<file path="src/rtl/audio_frame_packer.sv">
// Mic sample deviation accumulator that publishes NUM_BARS loudness bars per frame
// into a ping-pong buffer. Optional macro OVERRUN_CNT_EN adds a dropped-sample counter.
module audio_frame_packer #(
    parameter int unsigned SAMPLE_W = 12,
    parameter int unsigned BAR_W    = 18,
    parameter int unsigned NUM_BARS = 16,
    parameter int unsigned DECIM    = 64
) (
    input  logic                        clk_25,
    input  logic                        rst,
    input  logic [SAMPLE_W-1:0]         sample_in,
    input  logic                        sample_valid,
    input  logic                        rd_lock,
    input  logic [$clog2(NUM_BARS)-1:0] rd_addr,
    output logic [BAR_W-1:0]            rd_data,
    output logic                        frame_ready,
    input  logic                        frame_ack
`ifdef OVERRUN_CNT_EN
    ,
    output logic [7:0]                  overrun_cnt
`endif
);

    localparam int unsigned IDX_W = $clog2(NUM_BARS);
    localparam int unsigned CNT_W = $clog2(DECIM);
    localparam logic [SAMPLE_W-1:0] MID = {1'b1, {(SAMPLE_W-1){1'b0}}};

    typedef enum logic {
        FILL = 1'b0,
        FULL = 1'b1
    } state_t;

    state_t             state;
    logic [BAR_W-1:0]   bank [2][NUM_BARS];
    logic               rsel;
    logic [BAR_W-1:0]   acc;
    logic [CNT_W-1:0]   sample_cnt;
    logic [IDX_W-1:0]   bar_idx;

    logic [SAMPLE_W-1:0] dev_c;
    logic [BAR_W:0]      sum_c;
    logic [BAR_W-1:0]    acc_next_c;

    // Distance of the offset-binary sample from mid-scale, then saturating add.
    always_comb begin
        dev_c      = (sample_in >= MID) ? (sample_in - MID) : (MID - sample_in);
        sum_c      = {1'b0, acc} + (BAR_W+1)'(dev_c);
        acc_next_c = sum_c[BAR_W] ? {BAR_W{1'b1}} : sum_c[BAR_W-1:0];
    end

    always_ff @(posedge clk_25) begin
        if (rst) begin
            state       <= FILL;
            rsel        <= 1'b0;
            acc         <= '0;
            sample_cnt  <= '0;
            bar_idx     <= '0;
            rd_data     <= '0;
            frame_ready <= 1'b0;
            for (int b = 0; b < 2; b++) begin
                for (int i = 0; i < int'(NUM_BARS); i++) begin
                    bank[b][i] <= '0;
                end
            end
`ifdef OVERRUN_CNT_EN
            overrun_cnt <= '0;
`endif
        end else begin
            rd_data <= bank[rsel][rd_addr];

            if (frame_ack && frame_ready) begin
                frame_ready <= 1'b0;
            end

            case (state)
                FILL: begin
                    if (sample_valid) begin
                        if (sample_cnt == CNT_W'(DECIM - 1)) begin
                            bank[~rsel][bar_idx] <= acc_next_c;
                            acc        <= '0;
                            sample_cnt <= '0;
                            bar_idx    <= bar_idx + IDX_W'(1);
                            if (bar_idx == IDX_W'(NUM_BARS - 1)) begin
                                state <= FULL;
                            end
                        end else begin
                            acc        <= acc_next_c;
                            sample_cnt <= sample_cnt + CNT_W'(1);
                        end
                    end
                end
                FULL: begin
`ifdef OVERRUN_CNT_EN
                    if (sample_valid && (overrun_cnt != 8'hFF)) begin
                        overrun_cnt <= overrun_cnt + 8'd1;
                    end
`endif
                    // Swap only when the consumer is not mid-read; swap beats a same-cycle ack.
                    if (!rd_lock) begin
                        rsel        <= ~rsel;
                        frame_ready <= 1'b1;
                        state       <= FILL;
                    end
                end
                default: state <= FILL;
            endcase
        end
    end

endmodule

</file>
<file path="config.mk">
export PLATFORM = sky130hd
export DESIGN_NAME = audio_frame_packer
export DESIGN_NICKNAME = d
export VERILOG_FILES = /design/src/rtl/audio_frame_packer.sv
export SDC_FILE = /design/constraint.sdc
export NUM_CORES = 1
export LEC_CHECK = 0
export BUFFER_PORTS_ARGS = -buffer_cell sky130_fd_sc_hd__buf_4
export CAP_MARGIN = 30
export CORE_MARGIN = 2
export CORE_UTILIZATION = 25
export DETAILED_ROUTE_END_ITERATION = 16
export PLACE_DENSITY = 0.5
export SLEW_MARGIN = 20
export SYNTH_ARGS = -nofsm -noshare
export SYNTH_HDL_FRONTEND = slang
export SYNTH_SLANG_ARGS = --single-unit
</file>
<file path="constraint.sdc">
create_clock -name clk_25 -period 8.5 [get_ports clk_25]
set_clock_uncertainty 0.2 [all_clocks]
set_input_delay 0.425 -clock clk_25 [delete_from_list [all_inputs] [get_ports clk_25]]
set_output_delay 0.425 -clock clk_25 [all_outputs]
set_load 0.005 [all_outputs]
</file>
# After elaboration in Yosys (flattened, before gate mapping)
# Memories as Yosys holds them, arrays and structs flattened. A register that Yosys moved wholly into a read port is not among the register bits.
# Cells that the tools add are included.
# word_totals
reg_bits,49
output_inout_bits,19
mem_count,1
ram_bits,576
# memory_table
name,depth,width,read_ports,rd_clocked_by_memory_dff,write_ports,line_no,rtl
bank,2,288,1,1,2,34,logic [BAR_W-1:0] bank [2][NUM_BARS];
# op_classes
eq_ne,2
bitwise,5
reduce_logical,6
muxes,29
magnitude_cmp,4
add_sub_neg,5
# ops
cell,count
$mux 288,3
$reduce_or 288->1,1
$mux 18,5
$bmux 18 s4,1
$demux 18 s4,1
$add 18x12->19,1
$mux 1,16
$ge 12x12->1 const B,1
$mux 12,1
$sub 12x12->12 const A,1
$sub 12x12->12 const B,1
$ge 5x5->1 const B,2
$not 4->5,2
$add 6x1->6 const B,1
$eq 6x6->1 const B,1
$mux 6,1
$lt 5x1->1 const B,1
$add 4x1->4 const B,1
$eq 4x4->1 const B,1
$reduce_and 2->1,2
$not 1->1,3
$reduce_and 3->1,1
$logic_and 1x1->1,2
$pmux 1 s2,1

# Depth between registers and ports, before layout
# Gate-level depths: netlist of the first run.
# logic_depth
ltp_word,8
mapped_depth,15

# Worst setup path before layout of the first run
# No wires, ideal clock.
# synth_timing
kind,input port to flip-flop
start,input sample_in[0]
end,memory bank[1][103] (netlist name) (data pin)
setup_ns,0.272
n_path_buf,1
arrival_ns,3.233
path_slack_ns,4.795
path_stages,14
t_required_ns,8.028
path_cell_list,inv_1 > ha_1 > nand2_1 > nor4_1 > a21oi_1 > xor2_1 > ha_1 > a21o_1 > a221oi_2 > nor2_1 > nor3b_2 > nor3_4 > buf_2 > nor2_1
# synth_rtl
item,line_no,rtl
from (decl),11,"input logic [SAMPLE_W-1:0] sample_in,"
to (decl),34,

==> Implementation_results.wiki, run 1 <==
{| class="wikitable"
! Metric !! Value
|-
| Dominant combinational cell family by area after synthesis || multiplexers
|-
| Via count || roughly 15000
|-
| Peak VDD IR || 0.135 mV
|-
| Compound-Gate Fraction of Synth Area || 3.34%
|-
| Row cnt || 119
|-
| Power Dens Cells || about 240 nW/um^2
|-
| Number of H-tree levels || 3
|-
| DRC || 0
|-
| Antenna cells || 0
|-
| Crit share post-route || 46.8%
|-
| Sequential element share of the synthesized area || 69.3%
|-
| Main flop type after synthesis || sky130_fd_sc_hd__edfxtp_1
|-
| Setup-violating endpoint count in the final report || 0
|-
| Area share of fa/ha/maj cells after synthesis || less than 1%
|-
| Total buffers and inverters traversed by the critical path || 3
|-
| Initial antenna violation count || 2
|-
| Total standard cell area after synthesis || ~26000 um^2
|-
| Buffers on Ports || 39
|-
| Number of distinct standard cells referenced by the synthesized netlist || 62
|-
| Share of the core filled with cells || 29.5%
|-
| Number of optimization iterations in the first detailed-route pass || 5
|-
| Number of clock sinks || between 600 and 700
|-
| Final-report max-slew violation count || 0
|-
| Core Region || 105000 um^2
|-
| Xor/xnor cell area share of the yosys netlist || 0.664%
|-
| Net count after synthesis || 1628
|-
| Global placer's final weighted congestion || 0.776
|-
| Maximum number of pins on one net before global-route repair || 74
|-
| Starting density of the core || roughly a quarter
|-
| Sequence of cells on the critical path || ha_1 > inv_1 > fa_1 > nand2b_1 > a21o_1 > a211oi_2 > o21a_1 > buf_4 > nor2b_1 > buf_4 > nor2_1
|-
| Maximum count of clock buffers along a single path || 3
|-
| Placed standard-cell area || 28500 um^2
|-
| Combined area of the multi-input logic cells || 7670 um^2
|-
| Max Freq || 0.251 GHz
|-
| Filler Cells Inserted || between 10000 and 15000
|-
| Synth warnings || 0
|-
| Unrepaired setup endpoints after global routing || no
|-
| #FFs+latches synth || ~630
|-
| Global-route wire length before repair || 118000 um
|-
| Status || complete, no violations
|-
| Commonest cells after routing, fill and taps aside || sky130_fd_sc_hd__edfxtp_1 (576), sky130_fd_sc_hd__nor2_1 (352), sky130_fd_sc_hd__mux4_2 (180)
|-
| Share of synthesized area spent on multiplexers || 15.5%
|-
| First DRT Iteration DRCs || 1624
|-
| Leak Pwr || 0.0101 uW
|-
| Required time at the worst-slack endpoint || 8580 ps
|-
| IO Count || 40
|-
| Arrival time at the worst endpoint || 4060 ps
|-
| Total global routing overflow || 0
|-
| Total Wirelength || 83600 um
|-
| ANT nets after route || 0
|-
| Kind of capture point of the worst setup path || flop
|-
| Share of final-layout standard cells stronger than drive strength 1 || 26.7%
|-
| Number of endpoints with negative hold slack in the final report || 0
|-
| Worst Max-Slew Pin Slew || 1050 ps
|-
| Startpoint type of the worst setup path || flop
|-
| Source-to-sink clock delay at the later pin of the worst-skew pair || 620 ps
|-
| CP delay by family, top || simple AND/OR/NAND/NOR gates
|-
| Number of vias per cell after detailed routing || a little under 5
|-
| Mapped Cells || 1588
|-
| Combined flip-flop and latch cell area || 18300 um^2
|-
| TritonCTS buffer count || 71
|-
| Clock slew at reported path FFs || 60 ps
|-
| # nets final || 1695
|-
| Die height || 329 um
|-
| Most common cell after layout, fill and taps aside || sky130_fd_sc_hd__edfxtp_1
|-
| Clock Tree Root || sky130_fd_sc_hd__clkbuf_16
|-
| Largest fanout on the critical path || 19
|-
| Accumulated negative setup slack || 0 ps
|-
| Final worst path period need || 3980 ps
|-
| Cell repeated most along the worst path || sky130_fd_sc_hd__buf_4
|-
| All-layer global routing usage || about 16%
|-
| Final cell area excluding filler cells || about 31000 um^2
|-
| Post-synth EDFFs || 576
|-
| TritonCTS clock tree || done
|-
| Largest stage delay, worst path || slightly below 700 ps
|-
| Max capacitance violation total || 0
|-
| Class of the tightest hold or removal check || input port to flop
|-
| Setup Crit Path Kind || flop to flop
|-
| Average size of a mapped cell || 16.6 um^2
|-
| Slowest library cell on the worst path || sky130_fd_sc_hd__nor2_1
|-
| Proportion of register bits with asynchronous set or reset after synthesis || 0%
|-
| Avg WL per Cell || 26.9 um
|-
| Final Power || 7340 uW
|-
| Area of the die || between 100000 and 150000 um^2
|-
| Simple logic cell fraction of the synthesized area || under 10%
|-
| Slew HR || 29.8%
|-
| Die width || 329 um
|-
| Area added between synthesis and finish || 17.4%
|-
| Detailed-placement wirelength estimate || 46700 um
|-
| Via count of the first global-routing pass || 15400
|}
[layout make-up]
class / count / area share (%)
clock buffer: 92 / 6.32
clock inverter: 37 / 1.16
inverter: 12 / 0.145
multi-input combinational: 846 / 24.8
sequential: 626 / 59.1
tap: 1391 / 5.62
timing repair buffer: 98 / 2.92
[routing by layer]
metal	share of wire [%]	GRT usage, %	vias to the layer above
met5	0.016	0	-
met4	3.2	5.64	2
met3	6.6	2.39	151
met2	48	25.0	676
met1	43	21.2	8099
li1	-	-	6275
[cells in the mapped netlist, types with 8 or more instances]
master / instances / area share (%)
sky130_fd_sc_hd__ha_1: 18 / 0.85
sky130_fd_sc_hd__mux4_2: 180 / 15
sky130_fd_sc_hd__clkbuf_1: 52 / 0.74
sky130_fd_sc_hd__xor2_1: 12 / 0.40
sky130_fd_sc_hd__dfxtp_1: 50 / 3.8
sky130_fd_sc_hd__nand3_1: 16 / 0.30
sky130_fd_sc_hd__a22o_1: 18 / 0.60
sky130_fd_sc_hd__and3_1: 11 / 0.26
sky130_fd_sc_hd__xnor2_1: 8 / 0.27
sky130_fd_sc_hd__inv_1: 12 / 0.17
sky130_fd_sc_hd__nand2_1: 45 / 0.64
sky130_fd_sc_hd__a21oi_1: 35 / 0.66
sky130_fd_sc_hd__edfxtp_1: 576 / 66
sky130_fd_sc_hd__o21ai_0: 21 / 0.40
sky130_fd_sc_hd__buf_2: 33 / 0.63
sky130_fd_sc_hd__nand2b_1: 23 / 0.55
sky130_fd_sc_hd__nor2_1: 362 / 5.1
sky130_fd_sc_hd__nor3_1: 11 / 0.21
sky130_fd_sc_hd__a21o_1: 11 / 0.31
[report_power, final]
part,internal [uW],switching (uW)
clock network,1810,1250
registers,3510,52.0
logic,222,481
total,5550,1790
[registers in the layout (all words and copies together), names as in the netlist, named ones only]
signal,count
rd_data,18
sample_cnt,6
rsel,1
acc,18
state,1
frame_ready,1
bank,576
bar_idx,4
[metrics by stage]
stage          hold WS, ps  std cells  setup slack [ps]
6_report              45.8       3102              4520
5_1_grt               73.9       3102              4100
4_1_cts               19.1       3089              4150
3_5_place_dp           271       2958              3950
3_3_place_gp           256       2948              4030
2_1_floorplan          229       1588              4790
[path summary, 6_finish.rpt]
kind                       start                     end  slack, ps  cells after the start
max reg2reg  acc[0]$_SDFFE_PP0P_  bank[1][181]$_DFFE_PP_       4520                     11
min reg2reg  acc[6]$_SDFFE_PP0P_     acc[6]$_SDFFE_PP0P_        280                      2
min                          rst                    flop         50                      2
max          acc[0]$_SDFFE_PP0P_  bank[1][181]$_DFFE_PP_       4520                     11
[cell families (layout without fill, tap and decap cells)]
family                     after synthesis  count (layout)
DFF                                    626             626
adders and majority gates               19              19
muxes                                  183             183
AOI/OAI and AO/OA                      125             125
buffers and inverters                  116             239
xor gates and xnor gates                20              20
and+or+nand+nor                        499             499
[worst register-to-register path, stage by stage, from the launching register on]
cell and delay [ps]:
sky130_fd_sc_hd__dfxtp_1 470, sky130_fd_sc_hd__ha_1 250, sky130_fd_sc_hd__inv_1 70, sky130_fd_sc_hd__fa_1 400, sky130_fd_sc_hd__nand2b_1 200, sky130_fd_sc_hd__a21o_1 240, sky130_fd_sc_hd__a211oi_2 260, sky130_fd_sc_hd__o21a_1 160
sky130_fd_sc_hd__buf_4 360, sky130_fd_sc_hd__nor2b_1 100, sky130_fd_sc_hd__buf_4 230, sky130_fd_sc_hd__nor2_1 690
[what timing repair did]
action,in CTS,in global routing
hold buffers,2,0
setup buffers,0,0
endpoints found under the setup margin,0,0
hold endpoints to repair,3,0
gates resized for setup,0,0
Note: power is estimated with default switching activity, not from simulation.
==> run 2: changes to the inputs <==
--- a/config.mk
+++ b/config.mk
@@ -10,7 +10,7 @@
 export CORE_MARGIN = 2
 export CORE_UTILIZATION = 25
 export DETAILED_ROUTE_END_ITERATION = 16
-export PLACE_DENSITY = 0.5
+export PLACE_DENSITY = 0.51
 export SLEW_MARGIN = 20
 export SYNTH_ARGS = -nofsm -noshare
 export SYNTH_HDL_FRONTEND = slang
==> constraint.sdc (replaced) <==
create_clock -name clk_25 -period 3.6 [get_ports clk_25]
set_clock_uncertainty 0.2 [all_clocks]
set_input_delay 0.18 -clock clk_25 [delete_from_list [all_inputs] [get_ports clk_25]]
set_output_delay 0.18 -clock clk_25 [all_outputs]
set_load 0.005 [all_outputs]
==> run 2 against run 1 <==
  * Count of clock-buffer cells in the layout down 3
  * Cell area grew 2.7%
  * Cell count increased by 3.6%
  * Critical path depth up 1
  * Highest routed layer is now met4
  * First-iteration DRC count down 22%
  * Total power rose by 140%
  * Global-route usage down 1.5 points
  * Critical path type unchanged
  * Clock power rose by 130%
  * Sequential share of layout area down 1.6 points
  * Hold slack improved by 180 ps
  * Combinational power increased to 2.6 times the previous value
  * Sequential power is 140% higher
==> Implementation_results.wiki, run 2 (synthesis results as in run 1) <==
{| class="wikitable"
! Metric !! Value
|-
| Number of vias per cell after detailed routing || 4.70 (-4.0%)
|-
| Final cell area excluding filler cells || 31800 um^2 (+2.7%)
|-
| Largest registers in the final layout || bank (576), acc (18), rd_data (18)
|-
| Relative contribution of the clock network to total power || 41.0% (-0.8 points)
|-
| Worst hold path startpoint || rd_addr[1]
|-
| DRC || 0 (unchanged)
|-
| Reg2reg start || acc[0]$_SDFFE_PP0P_
|-
| Filler Cells Inserted || 10300 (-0.79%)
|-
| Placed insts || 3075 (+4.0%)
|-
| Total Wirelength || 75800 um (-9.4%)
|-
| Share of final-layout standard cells stronger than drive strength 1 || 28.9% (+2.2 points)
|-
| Arrival time at the worst endpoint || 3470 ps (-590 ps)
|-
| Comb pwr share || 10.7% (+1.1 points)
|-
| Peak VDD IR || 0.304 mV (+130%)
|-
| Maximum number of pins on one net before global-route repair || 51 (-31%)
|-
| Required time at the worst-slack endpoint || 3740 ps (-4840 ps)
|-
| Die width || 329 um (unchanged)
|-
| Class of the tightest hold or removal check || input port to flop
|-
| Worst setup slack for register-to-register paths || 270 ps (-4250 ps)
|-
| Die height || 329 um (unchanged)
|-
| Source-to-sink clock delay at the later pin of the worst-skew pair || 610 ps (about the same)
|-
| Largest stage delay, worst path || 400 ps (-280 ps)
|-
| Unrepaired setup endpoints after global routing || no
|-
| Starting density of the core || 25.1% (unchanged)
|-
| Core Region || 105000 um^2 (unchanged)
|-
| Via count of the first global-routing pass || 15700 (+1.8%)
|-
| Internal power summed over all cells || 13200 uW (+140%)
|-
| Slew HR || 41.1% (+11 points)
|-
| Row cnt || 119 (unchanged)
|-
| Flip-flop count of the largest register after layout || 576 (unchanged)
|-
| Maximum count of clock buffers along a single path || 3 (unchanged)
|-
| Area added between synthesis and finish || 20.6%
|-
| Leak Pwr || 0.0106 uW (+5.6%)
|-
| Number of clock sinks || 626 (unchanged)
|-
| Cell depth of the worst hold path || 3 (+1)
|-
| Part of the power in registers || 48.3% (-0.3 points)
|-
| Number of standard cells in the layout, taps in and fillers out || 3215 (+3.6%)
|-
| Max capacitance violation total || 0 (unchanged)
|-
| Global placer's final weighted congestion || 0.783 (+0.79%)
|-
| Slowest library cell on the worst path || sky130_fd_sc_hd__fa_1
|-
| Biggest register || bank
|-
| Switching power as a share of total power || 23.9% (-0.44 points)
|-
| TritonCTS clock tree || done
|-
| Endpoint of the worst hold-timing path || rd_data[8]$_SDFF_PP0_
|-
| Setup-violating endpoint count in the final report || 0 (unchanged)
|-
| Number of H-tree levels || 3 (unchanged)
|-
| # nets final || 1806 (+6.5%)
|-
| Share of the core filled with cells || 30.3% (+0.81 points)
|-
| Total global routing overflow || 0 (unchanged)
|-
| IO Count || 40 (unchanged)
|-
| Final-report max-slew violation count || 0 (unchanged)
|-
| Initial antenna violation count || 1 (-1)
|-
| TritonCTS buffer count || 70 (-1.4%)
|-
| Startpoint type of the worst setup path || flop
|-
| Switching pwr || 4160 uW (+130%)
|-
| Area of the die || 108000 um^2 (unchanged)
|-
| Worst Max-Slew Pin Slew || 883 ps (-169 ps)
|-
| Clock slew at reported path FFs || 60 ps (about the same)
|-
| Number of endpoints with negative hold slack in the final report || 0 (unchanged)
|-
| Post-CTS Setup Repair Bufs || 0 (unchanged)
|-
| Kind of capture point of the worst setup path || flop
|-
| Avg WL per Cell || 23.6 um (-13%)
|-
| Buffers on Ports || 39 (unchanged)
|-
| Most common cell after layout, fill and taps aside || sky130_fd_sc_hd__edfxtp_1
|-
| Crit share post-route || 92.5% (+46 points)
|-
| First DRT Iteration DRCs || 1264 (-22%)
|-
| Status || complete, no violations
|-
| Power Dens Cells || 546 nW/um^2 (+130%)
|-
| Largest fanout on the critical path || 18 (-1)
|-
| All-layer global routing usage || 14.0% (-1.5 points)
|-
| Commonest cells after routing, fill and taps aside || sky130_fd_sc_hd__edfxtp_1 (576), sky130_fd_sc_hd__nor2_1 (353), sky130_fd_sc_hd__mux4_2 (180), sky130_fd_sc_hd__buf_4 (180), sky130_fd_sc_hd__clkbuf_16 (73)
|-
| Setup Crit Path Kind || flop to flop
|-
| Global-route wire length before repair || 110000 um (-6.9%)
|-
| Via count || 15100 (-0.51%)
|-
| Clock Tree Root || sky130_fd_sc_hd__clkbuf_16
|-
| Detailed-placement wirelength estimate || 44900 um (-3.8%)
|-
| Final worst path period need || 3330 ps (-652 ps)
|-
| Sequence of cells on the critical path || ha_1 > inv_1 > fa_1 > nand2b_1 > a21o_1 > buf_4 > a211o_1 > a31oi_1 > mux2i_2 > buf_4 > buf_4 > nor2_1
|-
| Cell repeated most along the worst path || sky130_fd_sc_hd__buf_4
|-
| Placed standard-cell area || 29400 um^2 (+3.3%)
|-
| Max Freq || 0.300 GHz (+20%)
|-
| Cell depth of the worst flop-to-flop path || 12 (+1)
|-
| ANT nets after route || 0 (unchanged)
|-
| Number of optimization iterations in the first detailed-route pass || 5 (unchanged)
|-
| R2R Path End || bank[0][68]$_SDFFCE_PN0P_
|}
run 2: worst max-delay path by stage:
stage                                    from                   endpoint  slack, ps  cells after the start
after CTS                 acc[0]$_SDFFE_PP0P_     bank[1][269]$_DFFE_PP_         70                     11
after detailed placement         sample_in[0]      bank[1][85]$_DFFE_PP_       -400                     15
after floorplan                  sample_in[0]     bank[1][103]$_DFFE_PP_        140                     14
final                     acc[0]$_SDFFE_PP0P_  bank[0][68]$_SDFFCE_PN0P_        270                     12
after global placement           sample_in[0]     bank[1][139]$_DFFE_PP_       -280                     15
after global routing      acc[0]$_SDFFE_PP0P_      bank[1][86]$_DFFE_PP_         60                     11
run 2: through the flow:
step / setup slack [ps] / hold WS [ps] / setup TNS (ps) / total power, uW
3_3_place_gp: -284 / 228 / -27390 / 10400
6_report: 270 / 226 / 0 / 17400
3_5_place_dp: -403 / 226 / -26810 / 10400
2_1_floorplan: 140 / 120 / 0 / 9510
4_1_cts: 72.8 / 205 / 0 / 17500
5_1_grt: 59.9 / 235 / 0 / 17900
run 2: layout make-up:
cell class | instances | area, um^2 | share of cell area, %
antenna | 1 | 2.50 | 0.00786
timing repair buffer | 210 | 1870 | 5.89
sequential | 626 | 18300 | 57.5
tap | 1391 | 1740 | 5.47
clock inverter | 40 | 394 | 1.24
inverter | 12 | 45.0 | 0.142
multi-input combinational | 846 | 7570 | 23.8
clock buffer | 89 | 1900 | 5.96
run 2: power by group through the flow:
stage               Combinational, uW  Clock [uW]  Sequential (uW)
floorplan                         998           0             8510
global placement                 1840           0             8540
detailed placement               1850           0             8550
CTS                              1860        7270             8400
global route                     1980        7540             8430
finish                           1860        7130             8400
run 2: metal layers:
layer	track usage [%]	part of all wire (%)	vias to the layer above
li1	-	-	6495
met1	18.7	42	8014
met2	23.7	50	522
met3	2.28	6.4	95
met4	3.68	1.9	0
met5	0	0	-
run 2: what timing repair did:
item | in CTS | in global routing
hold buffers | 7 | 0
gates resized for setup | 2 | 0
hold endpoints to repair | 14 | 0
endpoints found under the setup margin | 23 | 0
run 2: worst max-delay path: cells and delay by family (launching register included):
family	cells	cell delay, ps
buffers and inverters	4	660
DFF	1	330
muxes	1	240
and+or+nand+nor	2	260
adders and majority gates	2	600
AOI/OAI and AO/OA	3	770
